==> src/rtl/one_hot_decoder_pkg.sv <==
// Shared widths, types and the code-to-one-hot helper for the decoder slice.
package one_hot_decoder_pkg;

   localparam int CODE_W   = 3;
   localparam int ONEHOT_W = 8;

   typedef logic [CODE_W-1:0]   code_t;
   typedef logic [ONEHOT_W-1:0] onehot_t;

   // Single set bit at position c; every code 0..7 maps to a legal word.
   function automatic onehot_t code2onehot(input code_t c);
      return onehot_t'(1) << c;
   endfunction

endpackage

==> src/rtl/one_hot_decoder_code_fifo.sv <==
// Circular queue of codes: storage, wrapping read/write pointers and occupancy.
import one_hot_decoder_pkg::*;

module code_fifo #(
   parameter int DEPTH = 4,
   localparam int PTR_W = $clog2(DEPTH),
   localparam int CNT_W = $clog2(DEPTH+1)
) (
   input  logic             clk,
   input  logic             rst,
   input  logic             push,
   input  logic             pop,
   input  code_t            din,
   output code_t            head,
   output logic [CNT_W-1:0] count,
   output logic             full,
   output logic             empty
);

   localparam logic [CNT_W-1:0] FULL_CNT = CNT_W'(DEPTH);

   code_t            mem [DEPTH];
   logic [PTR_W-1:0] wptr;
   logic [PTR_W-1:0] rptr;
   logic             wr;
   logic             rd;

   // Ignore requests the queue cannot honour so occupancy stays in 0..DEPTH.
   assign wr    = push && !full;
   assign rd    = pop && !empty;
   assign full  = (count == FULL_CNT);
   assign empty = (count == '0);
   assign head  = mem[rptr];

   // Storage needs no reset: entries are only visible while counted.
   always_ff @(posedge clk) begin
      if (wr) mem[wptr] <= din;
   end

   // Pointers wrap naturally (DEPTH is a power of two); count tracks push-only/pop-only.
   always_ff @(posedge clk or posedge rst) begin
      if (rst) begin
         wptr  <= '0;
         rptr  <= '0;
         count <= '0;
      end else begin
         if (wr) wptr <= wptr + 1'b1;
         if (rd) rptr <= rptr + 1'b1;
         if (wr && !rd)      count <= count + 1'b1;
         else if (rd && !wr) count <= count - 1'b1;
      end
   end

endmodule

==> src/rtl/one_hot_decoder.sv <==
// Queued binary-to-one-hot decoder with ready/valid on both sides and a sticky overflow flag.
import one_hot_decoder_pkg::*;

module one_hot_decoder #(
   parameter int DEPTH = 4,
   localparam int CNT_W = $clog2(DEPTH+1)
) (
   input  logic             clk,
   input  logic             rst,
   input  code_t            code,
   input  logic             in_valid,
   output logic             in_ready,
   output onehot_t          y,
   output logic             out_valid,
   input  logic             out_ready,
   output logic [CNT_W-1:0] count,
   output logic             ovf
);

   code_t head;
   logic  full;
   logic  empty;
   logic  push;
   logic  pop;

   // Ready/valid come from occupancy only, so out_ready never reaches in_ready.
   assign in_ready  = !full;
   assign out_valid = !empty;
   assign push      = in_valid && in_ready;
   assign pop       = out_valid && out_ready;

   code_fifo #(.DEPTH(DEPTH)) u_fifo (
      .clk   (clk),
      .rst   (rst),
      .push  (push),
      .pop   (pop),
      .din   (code),
      .head  (head),
      .count (count),
      .full  (full),
      .empty (empty)
   );

   // Decode the queue head; force zero when nothing is queued.
   assign y = out_valid ? code2onehot(head) : '0;

   // Overflow latches on any offer made while full and clears only on reset.
   always_ff @(posedge clk or posedge rst) begin
      if (rst)                       ovf <= 1'b0;
      else if (in_valid && !in_ready) ovf <= 1'b1;
   end

endmodule

==> config.mk <==
export PLATFORM = sky130hd
export DESIGN_NAME = one_hot_decoder
export DESIGN_NICKNAME = d
export VERILOG_FILES = /design/src/rtl/one_hot_decoder_pkg.sv /design/src/rtl/one_hot_decoder_code_fifo.sv /design/src/rtl/one_hot_decoder.sv
export SDC_FILE = /design/constraint.sdc
export NUM_CORES = 1
export LEC_CHECK = 0
export ABC_AREA = 1
export BUFFER_PORTS_ARGS = -buffer_cell sky130_fd_sc_hd__buf_2
export CORE_MARGIN = 5
export CORE_UTILIZATION = 40
export CTS_CLUSTER_SIZE = 20
export DETAILED_ROUTE_END_ITERATION = 16
export PLACE_DENSITY_LB_ADDON = 0.05
export SYNTH_ARGS = -nofsm -noshare
export SYNTH_HDL_FRONTEND = slang
export SYNTH_HIERARCHICAL = 1
export SYNTH_SLANG_ARGS = --single-unit
==> constraint.sdc <==
create_clock -name clk -period 4 [get_ports clk]
set_input_delay 0.8 -clock clk [delete_from_list [all_inputs] [get_ports clk]]
set_output_delay 0.8 -clock clk [all_outputs]
set_load 0.05 [all_outputs]
==> impl_metrics.yaml <==
clock_network:
  cts.sinks: 20
  cts_made_buffers: 3
  cts_buffer_depth: 2
  clk_latency_ns: 0.30
  clk_pin_slew_ns: 0.10
  post_cts_buffers: 0
  htreeDepth: 1
  cts_resized: 0
  clk_root_buffer_cell: "clkbuf_4"
  tritoncts: "yes"
  cts_hold_buf: 0
timing:
  clock_skew_ns: 0.002652
  drv_slew: 0
  finalHoldViolCount: 0
  hold_slack_ns: 0.3225
  finalSetupTns_ns: 0
  relSlewSlack: 0.7887
  rsz0062_at_grt: "no"
  period_needed_ns: 2.496
  tightest_slew_ns: 0.3167
  max_freq_mhz: 400.7
  period_share: 0.6239
  setup_viol: 0
drt:
  wl_mm: 1.891
  drtIter0Drc: 27
  via_count: 824
  detail_route.vias_per_cell: 4.682
  drt_pass1_iterations: 4
  drc: 0
  antenna_left: 0
  wl_per_cell_um: 10.74
layout:
  multi_input_area_um2: 374.1
  layout-drive-gt1-share: 0.1986
  synthToLayoutAreaGrowth_pct: 16.78
  nNetsFinal: 160
  seq_area_um2: 560.5
  fillers: 249
  antennaDiodeCount: 0
floorplan:
  die_h_um: 61.63
  start_util: 0.4226
  row_count: 18
  dieArea_mm2: 0.003798
  fp.dieW_um: 61.63
  pin_count: 21
  fp.coreArea_mm2: 0.002522
yosys:
  synth.avg_cell_area_um2: 8.667
  synth_cell_types: 16
  synth_cells: 123
  syn-cell-area_mm2: 0.001066
  synth_fp_nets: 136
  ys_warn_count: 6
  ys_ff_latch: 20
  seq_area_frac_synth: 0.5258
worst_setup_path:
  cp_max_fo: 14
  crit_arrival_ns: 1.70
  endpoint_kind: "output port"
  critPathLaunchType: "register"
  worst-setup-path-type: "register to output port"
  crit_required_ns: 3.20
outcome:
  status: "finished, final reports clean"
placed_design:
  hpwl_mm: 1.582
  place_congestion: 0.8097
  io_buffers: 20
global_routing:
  grt_usage: 0.1222
  antenna_found_initial: 0
  grt_pass1_wl_mm: 3.305
  grt_pass1_vias: 783
  grt_max_degree: 15
  overflow: 0
job:
  drv_cap: 0
worst_hold_path:
  holdCritPathClass: "input pin to async pin"
cell usage in the layout (no fill, tap or decap):
cell type / instances
inv_1: 30
nand2_1: 30
buf_2: 20
nor2_1: 14
edfxtp_1: 12
dfrtp_1: 8
nand3_1: 7
o211ai_1: 6
ha_1: 5
nand2_2: 3
clkbuf_4: 3
inv_2: 2
a21o_1: 1
bufinv_16: 1
nand4_1: 1
xnor2_1: 1
o21ai_0: 1
fa_1: 1
metal layers:
metal | vias to the layer above | wire length, um | GRT usage
li1 | 423 | - | -
met1 | 379 | 776 | 0.1393
met2 | 17 | 994 | 0.2108
met3 | 5 | 77 | 0.03564
met4 | 0 | 43 | 0.05455
met5 | - | 0 | 0
logic make-up (layout without fill, tap and decap cells):
group | after synthesis | in the layout | share of synthesized area
fa+ha+maj | 6 | 6 | 0.07747
buf+inv | 33 | 56 | 0.1232
simple gates | 55 | 55 | 0.2113
flops | 20 | 20 | 0.5258
xor+xnor | 1 | 1 | 0.008217
compound gates | 8 | 8 | 0.05399
flip-flops by register name (all words and copies together) (netlist names):
| name | count |
|---|---|
| u_fifo/mem | 12 |
| u_fifo/count | 3 |
| ovf | 1 |
| u_fifo/rptr | 2 |
| u_fifo/wptr | 2 |
cells in the mapped netlist:
| library cell | number | area [um2] |
|---|---|---|
| inv_1 | 30 | 112.6 |
| nand2_1 | 30 | 112.6 |
| nor2_1 | 14 | 52.55 |
| edfxtp_1 | 12 | 360.4 |
| dfrtp_1 | 8 | 200.2 |
| nand3_1 | 7 | 35.03 |
| o211ai_1 | 6 | 45.04 |
| ha_1 | 5 | 62.56 |
| nand2_2 | 3 | 18.77 |
| inv_2 | 2 | 7.510 |
| a21o_1 | 1 | 7.510 |
| buf_6 | 1 | 11.26 |
| fa_1 | 1 | 20.02 |
| nand4_1 | 1 | 6.260 |
| o21ai_0 | 1 | 5.000 |
| xnor2_1 | 1 | 8.760 |
critical path, stage by stage (launching register included):
cell	delay (ns)
dfrtp_1	0.41
inv_2	0.18
nand2_1	0.09
o211ai_1	0.09
nand2_1	0.11
inv_1	0.08
nand2_1	0.07
nor2_1	0.10
buf_2	0.27
worst paths after layout:
path                                             start  cells after the start                           to  slack (ns)
max                         u_fifo/rptr[0]$_DFFE_PP0P_                      8                         y[2]        1.50
min                                                rst                      2              ovf$_DFFE_PP0P_        0.32
max reg2reg                u_fifo/count[0]$_DFFE_PP0P_                     13  u_fifo/count[2]$_DFFE_PP0P_        1.79
min reg2reg                            ovf$_DFFE_PP0P_                      1              ovf$_DFFE_PP0P_        0.47
max in group asynchronous                          rst                      2   u_fifo/rptr[1]$_DFFE_PP0P_        3.33
min in group clk                       ovf$_DFFE_PP0P_                      1              ovf$_DFFE_PP0P_        0.47
layout make-up:
cell class	count	area share
Inverter	32	0.09648
Clock buffer	3	0.01809
Sequential cell	20	0.4503
Multi-Input combinational cell	70	0.3005
Timing Repair Buffer	20	0.08040
Clock inverter	1	0.02412
Tap cell	30	0.03015
per-stage QoR:
step                      cells    util  cell area [um2]  setup slack [ns]
after global placement      172  0.4727             1192             1.744
after CTS                   176  0.4936             1245             1.486
after detailed placement    172  0.4727             1192             1.659
after floorplan             123       -             1066             1.190
after global routing        176  0.4936             1245             1.278
final                       176  0.4936             1245             1.504
Power is left out: the tool's default activity adds up to more than one toggle a clock period on the data nets, which glitch-free logic cannot reach.
